--- src/rtl/split_eval_seq.sv ---
// split_eval_seq: streams one frame of NUM_VARS variable words, evaluates a
// constraint mode latched at frame start, and returns the satisfaction bit x
// (with len_err) through a valid/ready handshake.
// Optional feature macro: SPLIT_EVAL_STATS_EN adds frames_ok / frames_err
// result counters.
module split_eval_seq #(
  parameter int NUM_VARS = 150,
  parameter int VAR_W    = 16,
  parameter int CNT_W    = $clog2(NUM_VARS + 1),
  parameter int ACC_W    = VAR_W + CNT_W
) (
  input  logic             clk,
  input  logic             rst_n,
  input  logic [1:0]       mode,
  input  logic [ACC_W-1:0] sum_max,
  input  logic             in_valid,
  output logic             in_ready,
  input  logic [VAR_W-1:0] in_data,
  input  logic             in_last,
  output logic             out_valid,
  input  logic             out_ready,
  output logic             x,
`ifdef SPLIT_EVAL_STATS_EN
  output logic [15:0]      frames_ok,
  output logic [15:0]      frames_err,
`endif
  output logic             len_err
);

  // Counter needs to hold NUM_VARS+1 (the saturation value marking "too long").
  localparam int SW = $clog2(NUM_VARS + 2);
  localparam logic [SW-1:0] CNT_TGT = SW'(NUM_VARS);
  localparam logic [SW-1:0] CNT_SAT = SW'(NUM_VARS + 1);

  localparam logic [1:0] M_TRUE = 2'd0, M_SUM_LE = 2'd1, M_ALL_NZ = 2'd2;

  typedef enum logic [1:0] {IDLE, ACCUM, RESULT} state_t;

  state_t           state, state_nxt;
  logic             in_ready_q;
  logic [SW-1:0]    cnt, cnt_nxt;
  logic [ACC_W-1:0] sum, sum_nxt;
  logic             nz, nz_nxt;
  logic [1:0]       mode_q, mode_eff;
  logic [ACC_W-1:0] max_q, max_eff;
  logic             x_q, len_q;
  logic             raw, len_nxt;
  logic             in_fire, first;

  assign in_fire   = in_valid & in_ready_q;
  assign first     = (state == IDLE);
  assign in_ready  = in_ready_q;
  assign out_valid = (state == RESULT);
  assign x         = x_q;
  assign len_err   = len_q;

  // Accumulator update for the word on the bus; first word of a frame seeds
  // the accumulators and uses the live mode/sum_max (they are latched with it).
  always_comb begin
    mode_eff = first ? mode : mode_q;
    max_eff  = first ? sum_max : max_q;
    if (first) begin
      cnt_nxt = SW'(1);
      sum_nxt = ACC_W'(in_data);
      nz_nxt  = (in_data != '0);
    end else begin
      cnt_nxt = (cnt == CNT_SAT) ? cnt : cnt + SW'(1);
      sum_nxt = sum + ACC_W'(in_data);
      nz_nxt  = nz & (in_data != '0);
    end
    len_nxt = (cnt_nxt != CNT_TGT);
    case (mode_eff)
      M_TRUE:   raw = 1'b1;
      M_SUM_LE: raw = (sum_nxt <= max_eff);
      M_ALL_NZ: raw = nz_nxt;
      default:  raw = 1'b0;
    endcase
  end

  // Next-state: frame ends on an accepted in_last word, result leaves on transfer.
  always_comb begin
    state_nxt = state;
    case (state)
      IDLE:    if (in_fire) state_nxt = in_last ? RESULT : ACCUM;
      ACCUM:   if (in_fire && in_last) state_nxt = RESULT;
      RESULT:  if (out_ready) state_nxt = IDLE;
      default: state_nxt = IDLE;
    endcase
  end

  // State, registered in_ready, accumulators and the held result.
  always_ff @(posedge clk or negedge rst_n) begin
    if (!rst_n) begin
      state      <= IDLE;
      in_ready_q <= 1'b1;
      cnt        <= '0;
      sum        <= '0;
      nz         <= 1'b0;
      mode_q     <= '0;
      max_q      <= '0;
      x_q        <= 1'b0;
      len_q      <= 1'b0;
    end else begin
      state      <= state_nxt;
      in_ready_q <= (state_nxt != RESULT);
      if (in_fire) begin
        cnt <= cnt_nxt;
        sum <= sum_nxt;
        nz  <= nz_nxt;
        if (first) begin
          mode_q <= mode;
          max_q  <= sum_max;
        end
        if (in_last) begin
          x_q   <= raw & ~len_nxt;
          len_q <= len_nxt;
        end
      end
    end
  end

`ifdef SPLIT_EVAL_STATS_EN
  logic [15:0] ok_q, err_q;
  assign frames_ok  = ok_q;
  assign frames_err = err_q;

  // Count delivered results; both counters wrap naturally at 2^16.
  always_ff @(posedge clk or negedge rst_n) begin
    if (!rst_n) begin
      ok_q  <= '0;
      err_q <= '0;
    end else if (out_valid && out_ready) begin
      if (x_q)   ok_q  <= ok_q + 16'd1;
      if (len_q) err_q <= err_q + 16'd1;
    end
  end
`endif

endmodule

--- config.mk ---
export PLATFORM = sky130hd
export DESIGN_NAME = split_eval_seq
export DESIGN_NICKNAME = d
export VERILOG_FILES = /design/src/rtl/split_eval_seq.sv
export SDC_FILE = /design/constraint.sdc
export NUM_CORES = 1
export LEC_CHECK = 0
export CAP_MARGIN = 20
export CORE_MARGIN = 2
export CORE_UTILIZATION = 38
export CTS_CLUSTER_SIZE = 20
export DETAILED_ROUTE_END_ITERATION = 7
export GPL_ROUTABILITY_DRIVEN = 0
export GPL_TIMING_DRIVEN = 0
export PLACE_DENSITY = 0.64
export SLEW_MARGIN = 10
export SYNTH_ARGS = -nofsm -noshare
export SYNTH_HDL_FRONTEND = slang
export SYNTH_SLANG_ARGS = --single-unit
export TNS_END_PERCENT = 100
--- constraint.sdc ---
create_clock -name clk -period 10.4 [get_ports clk]
set_input_delay 1.04 -clock clk [delete_from_list [all_inputs] [get_ports clk]]
set_output_delay 1.04 -clock clk [all_outputs]
set_load 0.05 [all_outputs]
==> impl_metrics.csv <==
group,metric,value,unit
final_layout,antenna_cells,0,
floorplan,start_util,39.18,%
clocking,cts_setup_buffers,0,
floorplan,io_pins,51,
power_and_ir_drop,power,0.001372,W
placed_design,port_buffers,50,
logic_synthesis,synth-seq-cells,64,
power_and_ir_drop,cellPowerDensity,251.1,nW/µm²
sta,period_share,50.11,%
logic_synthesis,yosysSeqAreaShare,35.52,%
clocking,clk_path_buf_depth,2,
logic_synthesis,syn-num-nets,612,
min_path,whs_endpoint,"max_q[10]$_DFFE_PN0P_",
min_path,hp-start,"max_q[10]$_DFFE_PN0P_",
logic_synthesis,synth_flop_cell,"dfrtp_1",
logic_synthesis,yosys-top-cells-count,"nand2_1 (90), o21ai_0 (68), dfrtp_1 (63), a21oi_1 (44), ha_1 (41)",
logic_synthesis,yosysTopAreaCellShare,34.94,%
routing,drc,4,
sta,max_slew_margin,49.06,%
logic_synthesis,synth_cells,523,
logic_synthesis,synth_most_common_cell,"nand2_1",
power_and_ir_drop,leakage,2.396,nW
placed_design,placed_area,5209,µm²
logic_synthesis,avgSynthCellArea,8.627,µm²
final_layout,seqCellArea,1603,µm²
global_route,antenna_found_initial,0,
floorplan,core,11520,µm²
final_layout,multiInputGateArea,2804,µm²
final_layout,nets,674,
clocking,cts_sinks,64,
worst_setup_path,ff2ff_path_depth,12,
clocking,cts_tree,"done",
sta,whs,0.4793,ns
worst_setup_path,r2r_setup_slack,6.03,ns
routing,wire_per_inst,17.18,µm
logic_synthesis,async_flop_share,100.0,%
clocking,clk_pin_slew,0.05,ns
floorplan,die_w,113.0,µm
clocking,cts_hold_buf,0,
power_and_ir_drop,irDropWorstVdd,0.00009377,V
routing,drtIter0Drc,202,
flow_run,max-cap-violations,0,
global_route,grt_pass1_wl,20600,µm
worst_setup_path,crit_path_start_kind,"primary input",
routing,wl,12560,µm
worst_setup_path,critPathArrivalTime,5.40,ns
final_layout,synthToLayoutAreaGrowth,21.10,%
global_route,overflow,0,
min_path,hold_depth,2,
sta,slew_viol_final,0,
placed_design,post-dp-hpwl,9476,µm
global_route,grt_pass1_vias,4083,
final_layout,fillers,1135,
worst_setup_path,reg2reg_from,"state[1]$_DFF_PN0_",
clocking,htree_levels,3,
logic_synthesis,yosysTopAreaCell,"dfrtp_1",
sta,fmax,191.9,MHz
final_layout,drive_above_1_share,6.463,%
floorplan,row_count,39,
worst_setup_path,cp_max_fo,6,
worst_setup_path,crit_type,"primary input to flip-flop",
routing,ant_nets,0,
routing,drtPass1Iterations,8,
global_route,grt_max_degree,34,
outcome,status,"finished, violations left",
logic_synthesis,netlist_area,4512,µm²
logic_synthesis,synth_enable_flop_cells,0,
logic_synthesis,yosys-top-cells-area,"dfrtp_1 (35%), ha_1 (11%), o21ai_0 (7.5%)",
clocking,cts_resized,0,
sta,max_slew.worst_pin.slew,0.7642,ns
global_route,track_usage,20.43,%
clocking,cts_root_buf,"clkbuf_16",
min_path,worstHoldPathType,"flip-flop to flip-flop",
logic_synthesis,yosys_warnings,0,
floorplan,die_h,113.0,µm
clocking,numCtsBuffers,9,
outcome,violations,"DRC",
routing,vias_per_cell,5.632,
sta,tns,0,ns
sta,rsz0062_at_grt,"no",
clocking,clk_latency,0.34,ns
sta,finClkSkew,0.008625,ns
sta,setup_viol,0,
final_layout,final_area,5464,µm²
worst_setup_path,cp_data_required_time,10.59,ns
sta,period_needed,5.211,ns
floorplan,die-area,12760,µm²
sta,hold_violations,0,
worst_setup_path,endpoint_kind,"flip-flop",
logic_synthesis,yosysUniqueCellTypes,49,
worst_setup_path,r2r-end,"x$_DFFE_PN0P_",
routing,vias,4117,
[final cells by class]
| type | count | share of cell area (%) |
|---|---|---|
| Sequential cell | 64 | 29.33 |
| Timing Repair Buffer | 51 | 9.480 |
| Inverter | 6 | 0.4122 |
| Buffer | 21 | 1.511 |
| Clock buffer | 13 | 4.580 |
| Clock inverter | 1 | 0.09160 |
| Tap cell | 143 | 3.275 |
| Multi-Input combinational cell | 432 | 51.32 |
[worst max-delay path by stage]
stage	from	end	slack (ns)
finish	in_data[0]	x$_DFFE_PN0P_	5.19
global route	in_data[0]	x$_DFFE_PN0P_	4.91
CTS	in_data[0]	x$_DFFE_PN0P_	5.30
detailed placement	in_data[0]	x$_DFFE_PN0P_	5.01
global placement	in_data[0]	x$_DFFE_PN0P_	4.93
floorplan	in_data[0]	x$_DFFE_PN0P_	6.26
[where the power goes]
part	internal, W	total, W	switching [W]
clock network	0.000165	0.000272	0.000107
logic	0.000295	0.000716	0.000421
registers	0.000330	0.000384	0.0000533
[worst max-delay path, stage by stage]
cell and delay, ns:
clkdlybuf4s50_1 0.51, ha_1 0.27, fa_1 0.44, a211oi_2 0.35
o21ai_2 0.13, nand4b_2 0.16, a311oi_4 0.16, and3_1 0.28
xnor2_1 0.16, nor2_1 0.06, ha_1 0.30, nand4_1 0.11
nor4_1 0.35, nor3b_1 0.35, a21oi_1 0.11, a211oi_1 0.44
o21ai_0 0.18
[layout by cell type, fill, tap and decap left out, drive strengths merged, types with 2 or more instances in the layout]
| cell type | Yosys | layout |
|---|---|---|
| o31ai | 3 | 3 |
| nand2b | 3 | 3 |
| xor2 | 9 | 9 |
| a21o | 3 | 3 |
| nor2 | 37 | 37 |
| o21ai | 73 | 73 |
| a31oi | 4 | 4 |
| buf | 4 | 6 |
| nor2b | 4 | 4 |
| and2 | 2 | 2 |
| nand2 | 90 | 90 |
| mux2 | 13 | 13 |
| inv | 6 | 6 |
| o211ai | 3 | 3 |
| dfrtp | 63 | 63 |
| ha | 41 | 41 |
| a211oi | 3 | 3 |
| a22oi | 2 | 2 |
| nand3 | 15 | 15 |
| nand4 | 7 | 7 |
| and3 | 7 | 7 |
| clkdlybuf4s50 | 0 | 49 |
| xnor2 | 14 | 14 |
| nor3 | 2 | 2 |
| clkbuf | 17 | 30 |
| a21oi | 44 | 44 |
| a22o | 7 | 7 |
| or2 | 2 | 2 |
| nor4 | 5 | 5 |
| mux2i | 25 | 25 |
[kinds of logic after synthesis]
group | Yosys count | share of synthesized area (%)
AO/OA/AOI/OAI | 150 | 19.33
XOR/XNOR | 23 | 4.465
adder cells (fa/ha/maj) | 42 | 11.81
buffers and inverters | 27 | 2.329
flip-flops | 64 | 35.52
multiplexers | 38 | 8.791
AND/OR/NAND/NOR | 179 | 17.75
[sequential cells by signal (all words and copies together) (netlist names)]
register / count
mode_q: 2
max_q: 24
x: 1
in_ready: 1
state: 2
len_err: 1
cnt: 8
nz: 1
sum: 24
[routing by layer]
layer	GRT usage, %	up-vias	wire (µm)
met2	32.37	107	5720
met3	4.553	22	583
met4	7.073	0	277
met1	27.74	1986	5977
met5	0	-	0
li1	-	2002	-
[through the flow]
step | instances | worst slack (ns) | util, %
final | 731 | 5.189 | 47.45
after global routing | 731 | 4.912 | 47.45
after CTS | 731 | 5.300 | 47.45
after detailed placement | 717 | 5.015 | 45.23
after global placement | 716 | 4.926 | 45.08
after floorplan | 523 | 6.262 | -
Power figures use the tool's default switching activity.
==> edit (same flow settings) <==
Compare `cnt` against `CNT_SAT` with >= in place of ==.
--- a/src/rtl/split_eval_seq.sv
+++ b/src/rtl/split_eval_seq.sv
@@ -64,7 +64,7 @@
       sum_nxt = ACC_W'(in_data);
       nz_nxt  = (in_data != '0);
     end else begin
-      cnt_nxt = (cnt == CNT_SAT) ? cnt : cnt + SW'(1);
+      cnt_nxt = (cnt >= CNT_SAT) ? cnt : cnt + SW'(1);
       sum_nxt = sum + ACC_W'(in_data);
       nz_nxt  = nz & (in_data != '0);
     end
Function: same outputs for any inputs over 10 cycles, from zero or initial values and one cycle with rst_n low; that may be too few to reach the edited logic, so the function may still have changed.
==> edit against the unedited design <==
Non-clock buffer count rose by 7; fmax rose by 0.41%; sequential cell count unchanged; power rose by 13%; routed wire length is 14% higher; critical path depth down 2; worst setup slack improved by 0.021 ns; final cell count up 10%; design area increased by 8.2%; clock power is 25% higher; synthesized cell count increased by 8.4%; area after synthesis grew 7.4%; critical path type unchanged; largest power group unchanged.
==> edit: results <==
[drt]
dr.pass1.iters = 5
wire_per_inst_um = 17.8
num_vias = 4601
top_layer_used = met4
wl_met2_mm = 6.55
met3_length_um = 981
drt-initial-drc-count = 351

[timing]
fin_skew_ns = 0.00903
fin_ws_ns = 5.21
slew_headroom_pct = 37.8

[global_routing]
use_met3_pct = 4.94
grtUsageMet2_pct = 37.0
met1_usage_pct = 29.7
grt_max_degree = 38
grt_pass1_wl_mm = 23.1
track_usage_pct = 22.1

[setup_path]
critPathMaxStageDelay_ns = 0.57
cp_max_fo = 9
worstReg2RegStart = sum[0]$_DFFE_PN0P_

[place]
dp_hpwl_mm = 10.9
dp.cells = 790
place_ws_ns = 4.96

[power_and_ir_drop]
p_clk_uw = 341
vdd_ir_drop_max_v = 0.000122
p_leak_uw = 0.00261
p_int_uw = 890
sw_frac_of_total_pct = 42.8

[logic_synthesis]
synth_compound_gate_area_share_pct = 23.6
synthAdderAreaFrac_pct = 11.0
synth_cell_type_count = 64
synth_nets = 656
synth_area_leaders = dfrtp_1 33%, ha_1 11%, nand2_1 7.0%, mux2i_1 5.8%, o21ai_0 5.2%
synthMuxAreaShare_pct = 7.41
synth_common_cells = 90 x nand2_1, 63 x dfrtp_1, 50 x o21ai_0, 41 x a21oi_1, 41 x ha_1
synth_xor_area_share_pct = 2.89

[final_layout]
drive_above_1_share_pct = 7.41
finalNetCount = 718
final_cells = 806

[outcome]
outcome = finished, final reports clean

[hold_path]
hp-start = max_q[0]$_DFFE_PN0P_
## edit: cell types whose count changed after synthesis, moves of 6 or more
cell     unedited run  this run
xnor2_1            14         8
a21o_1              3        12
o21ai_0            68        50
nand3_1            15         9
o21ai_1             4        12
o21a_1              0         6
mux2_2             13         7
## edit: worst min-delay path by stage
stage,slack [ns],to,cells after the start
6_report,0.47,max_q[0]$_DFFE_PN0P_,2
3_3_place_gp,0.46,max_q[0]$_DFFE_PN0P_,2
4_1_cts,0.48,max_q[0]$_DFFE_PN0P_,2
2_1_floorplan,0.45,max_q[0]$_DFFE_PN0P_,2
3_5_place_dp,0.46,max_q[0]$_DFFE_PN0P_,2
5_1_grt,0.51,sum[2]$_DFFE_PN0P_,2
## edit: cell type report
cell class	instances	area (um^2)	share of cell area, %
clock buffer	11	253	4.28
inverter	10	37.5	0.635
buffer	28	123	2.07
clock inverter	5	78.8	1.33
tap	172	215	3.64
sequential	64	1600	27.1
timing repair buffer	51	518	8.77
multi-input combinational	465	3080	52.1
